File: src/rtl/fifo_reader_pkg.sv
// fifo_reader_pkg: shared constants and types for the fifo_reader slice.
//   DEF_DATA_WIDTH / DEF_PACK : default FIFO word width and words per beat
//   BEAT_WIDTH, CNT_WIDTH, QCNT_WIDTH : derived widths for the defaults
//   beat_t, qcnt_t : beat payload and output-queue occupancy types
//   cnt_width() : width of a 0..pack counter
package fifo_reader_pkg;

  localparam int unsigned DEF_DATA_WIDTH = 2;
  localparam int unsigned DEF_PACK       = 2;
  localparam int unsigned BEAT_WIDTH     = DEF_DATA_WIDTH * DEF_PACK;
  localparam int unsigned CNT_WIDTH      = $clog2(DEF_PACK + 1);
  localparam int unsigned QCNT_WIDTH     = 2;

  typedef logic [BEAT_WIDTH-1:0] beat_t;
  typedef logic [QCNT_WIDTH-1:0] qcnt_t;

  // Bits needed to count 0..pack inclusive.
  function automatic int unsigned cnt_width(input int unsigned pack);
    return $clog2(pack + 1);
  endfunction

endpackage

File: src/rtl/fifo_reader_if.sv
// fifo_reader_if: FIFO read side plus packed-beat valid/ready stream.
//   fifo_dout/fifo_empty/fifo_pop : push/pop FIFO read port
//   out_data/out_valid/out_ready  : wide beat stream
//   flush                         : single-cycle partial-pack drop request
// slave modport is the reader; master modport is its environment.
interface fifo_reader_if #(
  parameter int unsigned DATA_WIDTH = fifo_reader_pkg::DEF_DATA_WIDTH,
  parameter int unsigned PACK       = fifo_reader_pkg::DEF_PACK
);

  logic [DATA_WIDTH-1:0]      fifo_dout;
  logic                       fifo_empty;
  logic                       fifo_pop;
  logic [DATA_WIDTH*PACK-1:0] out_data;
  logic                       out_valid;
  logic                       out_ready;
  logic                       flush;

  modport slave (
    input  fifo_dout, fifo_empty, out_ready, flush,
    output fifo_pop, out_data, out_valid
  );

  modport master (
    output fifo_dout, fifo_empty, out_ready, flush,
    input  fifo_pop, out_data, out_valid
  );

endinterface

File: src/rtl/fifo_reader_beat_queue.sv
// fifo_reader_beat_queue: 2-entry valid/ready queue, head held in a register.
//   clk, reset (async, active low)
//   enq_valid/enq_data : write side; caller only enqueues when a slot is free
//                        or the head leaves on the same edge
//   out_data/out_valid/out_ready : read side, data stable while stalled
//   qcount : registered occupancy 0..2
module fifo_reader_beat_queue
  import fifo_reader_pkg::*;
#(
  parameter int unsigned BEAT_WIDTH = DEF_DATA_WIDTH * DEF_PACK
) (
  input  logic                  clk,
  input  logic                  reset,
  input  logic                  enq_valid,
  input  logic [BEAT_WIDTH-1:0] enq_data,
  output logic [BEAT_WIDTH-1:0] out_data,
  output logic                  out_valid,
  input  logic                  out_ready,
  output qcnt_t                 qcount
);

  localparam qcnt_t Q_EMPTY = QCNT_WIDTH'(0);
  localparam qcnt_t Q_ONE   = QCNT_WIDTH'(1);
  localparam qcnt_t Q_FULL  = QCNT_WIDTH'(2);

  logic [BEAT_WIDTH-1:0] e0_q;
  logic [BEAT_WIDTH-1:0] e1_q;
  qcnt_t                 qcount_q;
  logic                  valid_q;
  logic                  deq_c;

  assign deq_c     = valid_q & out_ready;
  assign out_data  = e0_q;
  assign out_valid = valid_q;
  assign qcount    = qcount_q;

  // e0 is always the head; e1 only holds the second beat when full.
  always_ff @(posedge clk or negedge reset) begin
    if (!reset) begin
      e0_q     <= '0;
      e1_q     <= '0;
      qcount_q <= Q_EMPTY;
      valid_q  <= 1'b0;
    end else begin
      case (qcount_q)
        Q_EMPTY: begin
          if (enq_valid) begin
            e0_q     <= enq_data;
            qcount_q <= Q_ONE;
            valid_q  <= 1'b1;
          end
        end
        Q_ONE: begin
          if (deq_c && enq_valid) begin
            e0_q <= enq_data;
          end else if (deq_c) begin
            qcount_q <= Q_EMPTY;
            valid_q  <= 1'b0;
          end else if (enq_valid) begin
            e1_q     <= enq_data;
            qcount_q <= Q_FULL;
          end
        end
        Q_FULL: begin
          if (deq_c) begin
            e0_q <= e1_q;
            if (enq_valid) begin
              e1_q <= enq_data;
            end else begin
              qcount_q <= Q_ONE;
            end
          end
        end
        default: begin
          qcount_q <= qcount_q;
        end
      endcase
    end
  end

endmodule

File: src/rtl/fifo_reader.sv
// fifo_reader: drains a push/pop FIFO, packs PACK words per beat (first word
// in the LSBs) and presents beats through a 2-entry output queue.
//   clk, reset (async, active low)
//   io (fifo_reader_if.slave): fifo_dout/fifo_empty/fifo_pop,
//     out_data/out_valid/out_ready, flush
// fifo_pop depends only on registered state and FIFO/flush inputs, never on
// out_ready.
// Build option FIFO_READER_PAD_EN: flush zero-pads and emits a partial pack
// instead of discarding it, holding the request while the queue is full.
module fifo_reader
  import fifo_reader_pkg::*;
#(
  parameter int unsigned DATA_WIDTH = DEF_DATA_WIDTH,
  parameter int unsigned PACK       = DEF_PACK
) (
  input  logic          clk,
  input  logic          reset,
  fifo_reader_if.slave  io
);

  localparam int unsigned        BEAT_W   = DATA_WIDTH * PACK;
  localparam int unsigned        CNT_W    = cnt_width(PACK);
  localparam logic [CNT_W-1:0]   CNT_FULL = CNT_W'(PACK);
  localparam logic [CNT_W-1:0]   CNT_LAST = CNT_W'(PACK - 1);
  localparam qcnt_t              Q_FULL   = QCNT_WIDTH'(2);

  logic [BEAT_W-1:0] acc_q;
  logic [BEAT_W-1:0] acc_n;
  logic [CNT_W-1:0]  cnt_q;
  logic [CNT_W-1:0]  cnt_n;
  qcnt_t             qcount;
  logic              q_free_c;
  logic              held_c;
  logic              pop_c;
  logic              enq_c;
  logic [BEAT_W-1:0] enq_data_c;
  logic              stall_c;
  int unsigned       slot_lo_c;

`ifdef FIFO_READER_PAD_EN
  logic pend_q;
  logic pend_n;
  assign stall_c = pend_q;
`else
  assign stall_c = 1'b0;
`endif

  assign q_free_c  = (qcount < Q_FULL);
  assign held_c    = (cnt_q == CNT_FULL);
  assign slot_lo_c = 32'(cnt_q) * DATA_WIDTH;

  // Pop whenever there is room for the word: a free slot in the accumulator,
  // or a completed beat that will move into the queue on this edge.
  assign pop_c = reset & ~io.fifo_empty & ~io.flush & ~stall_c &
                 ((cnt_q < CNT_FULL) | q_free_c);
  assign io.fifo_pop = pop_c;

  // Accumulator/count update and beat hand-off to the queue.
  always_comb begin
    acc_n      = acc_q;
    cnt_n      = cnt_q;
    enq_c      = 1'b0;
    enq_data_c = acc_q;
`ifdef FIFO_READER_PAD_EN
    pend_n     = pend_q;
`endif
    if (held_c) begin
      // Completed beat waiting for a queue slot; a same-edge pop starts the next pack.
      if (q_free_c) begin
        enq_c = 1'b1;
        acc_n = '0;
        cnt_n = '0;
        if (pop_c) begin
          acc_n[DATA_WIDTH-1:0] = io.fifo_dout;
          cnt_n                 = CNT_W'(1);
        end
      end
    end else if (pop_c) begin
      acc_n[slot_lo_c +: DATA_WIDTH] = io.fifo_dout;
      if (cnt_q == CNT_LAST) begin
        if (q_free_c) begin
          enq_c      = 1'b1;
          enq_data_c = acc_n;
          acc_n      = '0;
          cnt_n      = '0;
        end else begin
          cnt_n = CNT_FULL;
        end
      end else begin
        cnt_n = cnt_q + CNT_W'(1);
      end
    end
`ifdef FIFO_READER_PAD_EN
    else if (pend_q) begin
      // Unfilled slots are already zero because the accumulator clears per beat.
      if (q_free_c) begin
        enq_c  = 1'b1;
        acc_n  = '0;
        cnt_n  = '0;
        pend_n = 1'b0;
      end
    end else if (io.flush && (cnt_q != '0)) begin
      if (q_free_c) begin
        enq_c = 1'b1;
        acc_n = '0;
        cnt_n = '0;
      end else begin
        pend_n = 1'b1;
      end
    end
`else
    else if (io.flush) begin
      acc_n = '0;
      cnt_n = '0;
    end
`endif
  end

  // Accumulator state.
  always_ff @(posedge clk or negedge reset) begin
    if (!reset) begin
      acc_q  <= '0;
      cnt_q  <= '0;
`ifdef FIFO_READER_PAD_EN
      pend_q <= 1'b0;
`endif
    end else begin
      acc_q  <= acc_n;
      cnt_q  <= cnt_n;
`ifdef FIFO_READER_PAD_EN
      pend_q <= pend_n;
`endif
    end
  end

  fifo_reader_beat_queue #(
    .BEAT_WIDTH (BEAT_W)
  ) u_queue (
    .clk       (clk),
    .reset     (reset),
    .enq_valid (enq_c),
    .enq_data  (enq_data_c),
    .out_data  (io.out_data),
    .out_valid (io.out_valid),
    .out_ready (io.out_ready),
    .qcount    (qcount)
  );

endmodule

File: src/flat_wrapper.sv
// flat-port wrapper written by rule: the top's interface ports become plain ports
module fifo_reader_flat import fifo_reader_pkg::*;
#(
  parameter int unsigned DATA_WIDTH = DEF_DATA_WIDTH,
  parameter int unsigned PACK       = DEF_PACK
)
  (clk, reset, io_fifo_dout, io_fifo_empty, io_out_ready, io_flush, io_fifo_pop, io_out_data, io_out_valid);
  fifo_reader_if #(.DATA_WIDTH(DATA_WIDTH), .PACK(PACK)) io_i ();
  input  logic clk;
  input  logic reset;
  input wire logic [$bits(io_i.fifo_dout)-1:0] io_fifo_dout;
  input wire logic [$bits(io_i.fifo_empty)-1:0] io_fifo_empty;
  input wire logic [$bits(io_i.out_ready)-1:0] io_out_ready;
  input wire logic [$bits(io_i.flush)-1:0] io_flush;
  output wire logic [$bits(io_i.fifo_pop)-1:0] io_fifo_pop;
  output wire logic [$bits(io_i.out_data)-1:0] io_out_data;
  output wire logic [$bits(io_i.out_valid)-1:0] io_out_valid;
  assign io_i.fifo_dout = io_fifo_dout;
  assign io_i.fifo_empty = io_fifo_empty;
  assign io_i.out_ready = io_out_ready;
  assign io_i.flush = io_flush;
  assign io_fifo_pop = io_i.fifo_pop;
  assign io_out_data = io_i.out_data;
  assign io_out_valid = io_i.out_valid;
  fifo_reader #(.DATA_WIDTH(DATA_WIDTH), .PACK(PACK)) u_core (.clk(clk), .reset(reset), .io(io_i));
endmodule
File: config.mk
export PLATFORM = sky130hd
export DESIGN_NAME = fifo_reader_flat
export DESIGN_NICKNAME = d
export VERILOG_FILES = /design/src/rtl/fifo_reader_pkg.sv /design/src/rtl/fifo_reader_if.sv /design/src/rtl/fifo_reader_beat_queue.sv /design/src/rtl/fifo_reader.sv /design/src/flat_wrapper.sv
export SDC_FILE = /design/constraint.sdc
export NUM_CORES = 1
export LEC_CHECK = 0
export BUFFER_PORTS_ARGS = -buffer_cell sky130_fd_sc_hd__buf_4
export CORE_MARGIN = 2
export CORE_UTILIZATION = 51
export CTS_CLUSTER_SIZE = 10
export DETAILED_ROUTE_END_ITERATION = 12
export HOLD_SLACK_MARGIN = 0.1
export PLACE_DENSITY = 0.76
export SLEW_MARGIN = 20
export SYNTH_ARGS = -nofsm -noshare
export SYNTH_HDL_FRONTEND = slang
export SYNTH_SLANG_ARGS = --single-unit
File: constraint.sdc
create_clock -name clk -period 2.45 [get_ports clk]
set_clock_uncertainty 0.15 [all_clocks]
set_input_delay 0.49 -clock clk [delete_from_list [all_inputs] [get_ports clk]]
set_output_delay 0.49 -clock clk [all_outputs]
set_load 0.02 [all_outputs]
After elaboration in Yosys (flattened, before gate mapping)
Index checks and enable logic that the tools add are counted.
Widths: inputs -> output; s select.

cells by class
  $add $sub $neg = 2
  magnitude comparators = 2
  equality and inequality tests = 13
  shift operators = 2
  multiplexer cells = 43
  bitwise gates (word level) = 7
  reduce and logical (&&, ||, !) cells = 11

operators with widths
  cell                    count
  $mux 4                  17
  $neg 3->34              1
  $shift 2x34->4 const A  1
  $shiftx 2x34->4         1
  $mux 2                  13
  $ne 2x2->1 const B      7
  $pmux 4 s3              1
  $reduce_and 4->1        3
  $mux 1                  8
  $pmux 4 s2              1
  $pmux 2 s3              1
  $reduce_and 6->1        1
  $reduce_bool 3->1       2
  $and 1x1->1             4
  $bwmux 4                1
  $eq 2x1->1 const B      2
  $eq 2x2->1 const B      2
  $lt 2x2->1 const B      2
  $reduce_bool 2->1       2
  $ne 3x3->1 const B      1
  $add 2x1->2 const B     1
  $logic_not 2->1         1
  $ne 2x1->1 const B      1
  $not 1->1               2
  4 further kinds         4

storage, ports and cells
  register bits = 17
  input bits = 7
  output and inout port bits = 6
  logic and storage cells = 86

Depth between registers and ports, before layout
  depth in word-level cells = 11
  gate-level depth with buffers = 7
  mapped depth without buffers = 6

By module
Synthesis repeated with hierarchy kept, for this count alone.

second synthesis, totals
  cells, all modules = 104
  area total of the unflattened synthesis = 1057.3 sq um

by module, submodules not included
  module                  times used  cells an instance  area an instance (sq um)  sequential area each (sq um)
  fifo_reader_beat_queue  1           49                 551.8                     275.3
  fifo_reader             1           55                 505.5                     150.1

Least setup slack after synthesis
No wires, ideal clock.

  path type = input -> output
  start = in io_fifo_empty
  end = out io_fifo_pop
  arrival time = 1287 ps
  data required time = 1810 ps
  slack = 523 ps
  cell stages on the path = 2
  path buffers = 0
  cells stage by stage = or3b_4 a21oi_1

between the ends
  word-level cells in the longest chain between the ends = 4

ends and longest elaborated chain
  item                       line                source
  start, declared            flat_wrapper.sv:12  input wire logic [$bits(io_i.fifo_empty)-1:0] io_fifo_empty;
  $not 1->1                  fifo_reader.sv:54   assign pop_c = reset & ~io.fifo_empty & ~io.flush & ~stall_c &
  $and 1x1->1 (3 in series)  fifo_reader.sv:54
  end, declared              flat_wrapper.sv:15  output wire logic [$bits(io_i.fifo_pop)-1:0] io_fifo_pop;

Every way passes these cells.

Worst setup path after layout
  start = in reset
  end = reg u_core.u_queue.e0_q[0], in the netlist u_core.u_queue.out_data[0]

between the ends
  word-level cells in the longest chain between the ends = 8
  elaborated cells between the ends (all ways) = 14
  those cells by class = 2 x eq/ne; 7 x mux; 3 x bitwise; 2 x reduce/logical

ends and longest elaborated chain
  item                         line                          source
  start, declared              flat_wrapper.sv:10            input logic reset;
  $and 1x1->1 * (3 in series)  fifo_reader.sv:54
  $mux 1                       fifo_reader.sv:78             end else if (pop_c) begin
  $mux 1                       fifo_reader.sv:67             if (held_c) begin
  $logic_and 1x1->1            fifo_reader_beat_queue.sv:54  if (deq_c && enq_valid) begin
  $ne 2x2->1 (no line)         --
  $reduce_and 4->1 (no line)   --
  end signal, assigned         fifo_reader_beat_queue.sv:48  e0_q <= enq_data;
  end signal, assigned         fifo_reader_beat_queue.sv:55  e0_q <= enq_data;
  end signal, assigned         fifo_reader_beat_queue.sv:66  e0_q <= e1_q;
  end, declared                fifo_reader_beat_queue.sv:26  logic [BEAT_WIDTH-1:0] e0_q;

Mark *: on every way between the ends. The rest lies on a longest branch, timed or not. The select of a mux whose other input is x is not followed.
A chain may end at the register's enable or synchronous reset.

==> metrics.md <==
| Metric | Value |
|---|---|
| Global-route wire length before repair | about 4000 um |
| CP max FO | 20 |
| Post-synth cell types | 37 |
| Antenna cells | 0 |
| Slew HR | 0.648 |
| Most used DFF post-synth | dfrtp_1 |
| CP endpoint kind | register |
| Worst EP required | 2.47 ns |
| 1st-pass router iterations | 5 |
| Port Buffers | 12 |
| CORE AREA | about 2000 um^2 |
| Number of global-route vias before repair | 871 |
| Setup-failing EPs final | 0 |
| Max-Cap Viols | 0 |
| Cell Rows | 16 |
| Slowest CP cell | dlygate4sd3_1 |
| Hold_buf cts | 1 |
| Fin crit share | 0.884 |
| Count leader, synth | dfrtp_1 |
| Share of cells above drive strength 1 | 0.200 |
| Post-layout util | 0.621 |
| Seq/Total Area, Yosys | 0.396 |
| Die Width | around 50 um |
| Postcts setup bufs | 0 |
| Final HPWL DP | 1700 um |
| Worst ir drop on vdd | ~0.33 mV |
| IO Count | 13 |
| R2R depth | 6 |
| Worst-path clk slew | between 0.1 and 0.15 ns |
| WP data arrival | roughly 2.2 ns |
| GR Overflow Total | 0 |
| Total CTS buffers | 3 |
| Min-Delay Path Depth | 2 |
| Crit path time final | approximately 2.2 ns |
| Fin Setup TNS | 0 ns |
| Crit Path Category | input pin to register |
| CTS Buffer Depth | 2 |
| Final Max Tran Viols | 0 |
| Post-synth ARST share | 1.00 |
| Post-synth EDFFs | 0 |
| Routability congestion estimate | 0.820 |
| Global Route met3 Usage | 0.0273 |
| Total track usage | 0.212 |
| Met2 Usage GRT | 0.338 |
| PnR worst setup slack | 0.283 ns |
| DRC viols | 0 |
| DRT iter0 DRCs | 13 |
| PD cells | roughly 570 nW/um^2 |
| Area leader, netlist | dfrtp_1 |
| Crit-path cells | buf_4 -> dlygate4sd3_1 -> buf_4 -> and4bb_4 -> nand3_1 -> mux2i_1 -> mux2i_1 |
| Clock Latency Late Sink | 0.30 ns |
| Initial antenna violation count | 0 |
| Die H | 49.9 um |
| Synthesized instance count | 110 |
| WL final | between 2000 and 2500 um |
| Worst slew pin tran | 0.529 ns |
| Fmax achieved | around 460 MHz |
| Number of synthesis warnings | 0 |
| Clk root buf | clkbuf_4 |
| Crit path buffers/inverters | 3 |
| Status | complete, no violations |
| Met1 Track Usage GR | 0.290 |
| Antenna Nets Post-Route | 0 |
| GR peak layer | met2 |
| Area delta synth->final | 14.4% |
| RSZ-0062 raised after global routing | false |
| Post-synth net total | approximately 120 |
| Post-synth top cells | 17 x dfrtp_1, 13 x mux2i_1, 13 x nand2_1 |
| Post-synth top area share | 0.396 |
| Die area | 2490 um^2 |
| Critical Path Stages | 7 |
| Hold Vio Cnt, Final | 0 |
| CTS tree | yes |
| Top delay family on crit path | buffers and inverters |
| Type of the most critical hold path | input pin to register |
| Mapped Area | 1070 um^2 |
| Via/cell ratio | slightly below 6 |
| Routed wire per std cell | 14.8 um |
| Syn Area/Cell | just under 10 um^2 |
| CP Launch Type | input pin |
| H-Tree Level Count | 1 |
| CTS sink cnt | 17 |
| Leakage | between 0.6 and 0.7 nW |
| Most area-consuming cells after synthesis | dfrtp_1 40%, mux2i_1 12%, o21ai_0 5.1%, ha_1 4.7%, nand2_1 4.5% |
| Post-CTS Resized | 0 |
| Flip-flop and latch count after synthesis | 17 |
| Via count | roughly 900 |
| Initial Util | 0.542 |
| Critical path's largest stage delay | between 0.5 and 0.6 ns |
| Place WS | roughly 0.40 ns |
| Net count, final | ~140 |
| Largest net degree at the start of global routing | 21 |
-- area by class of cell --
| class | count | area (um^2) |
|---|---|---|
| inverters | 5 | 18.8 |
| well taps | 27 | 33.8 |
| clock inverters | 1 | 5.00 |
| fillers | 187 | 752 |
| multi-input cells | 85 | 617 |
| clock buffers | 3 | 22.5 |
| flip-flops and latches | 17 | 425 |
| repair buffers | 14 | 108 |
-- worst register-to-register path, delay by kind of cell, from the launching register on --
kind	cells	cell delay, ns
adders and majority gates	1	0.51
and+or+nand+nor	2	0.34
DFF	1	0.49
AOI/OAI and AO/OA	2	0.33
buffers and inverters	1	0.16
-- path summary, 6_finish.rpt --
kind | to | from | slack (ns)
max in group asynchronous | u_core.u_queue.e1_q[1] | reset | 1.40
setup / recovery | u_core.u_queue.out_data[0] | reset | 0.28
hold / removal | u_core.acc_q[2] | io_fifo_dout[0] | 0.27
hold reg to reg | u_core.u_queue.e1_q[2] | u_core.u_queue.e1_q[2] | 0.34
setup reg to reg | u_core.acc_q[0] | u_core.cnt_q[0] | 0.37
min in group asynchronous | u_core.cnt_q[0] | reset | 0.55
-- sequential cells by signal (all words and copies together), names as in the netlist --
signal                    count
u_core.acc_q                  4
u_core.cnt_q                  2
u_core.u_queue.e1_q           4
u_core.u_queue.out_data       4
u_core.u_queue.out_valid      1
u_core.u_queue.qcount         2
-- through the flow --
step                instance area (um^2)  std cells  hold slack (ns)  power [mW]
floorplan                           1070        110           0.0444       0.484
global placement                    1190        147            0.310       0.536
detailed placement                  1190        147            0.320       0.543
CTS                                 1230        152            0.277       0.693
global route                        1230        152            0.278       0.740
finish                              1230        152            0.273       0.698
-- power breakdown --
group | switching (mW) | internal, mW | total [mW]
combinational | 0.108 | 0.0765 | 0.185
sequential | 0.0472 | 0.310 | 0.358
clock | 0.0947 | 0.0608 | 0.155
total | 0.250 | 0.448 | 0.698
-- kinds of logic after synthesis --
group / after synthesis / synth area share
and+or+nand+nor: 41 / 0.234
AOI/OAI and AO/OA: 27 / 0.172
muxes: 13 / 0.121
DFF: 17 / 0.396
adders and majority gates: 4 / 0.0466
buffers and inverters: 8 / 0.0302
-- per-layer routing --
metal | vias up | share of wire
met1 | 439 | 0.48
li1 | 434 | -
met3 | 2 | 0.029
met5 | - | 0
met2 | 22 | 0.48
met4 | 0 | 0.0093
-- cell usage in the layout (no fill, tap or decap), drive strengths merged, types with 2 or more instances in the layout --
cell type and instances:
dfrtp 17, nand2 13, mux2i 13, buf 13
o21ai 12, nor2 9, inv 5, ha 4
nand3 4, a22o 3, clkbuf 3, a21oi 2
nor3 2, o31ai 2, a22oi 2, o221ai 2
o2111ai 2, or2 2
(Power assumes the default switching activity.)
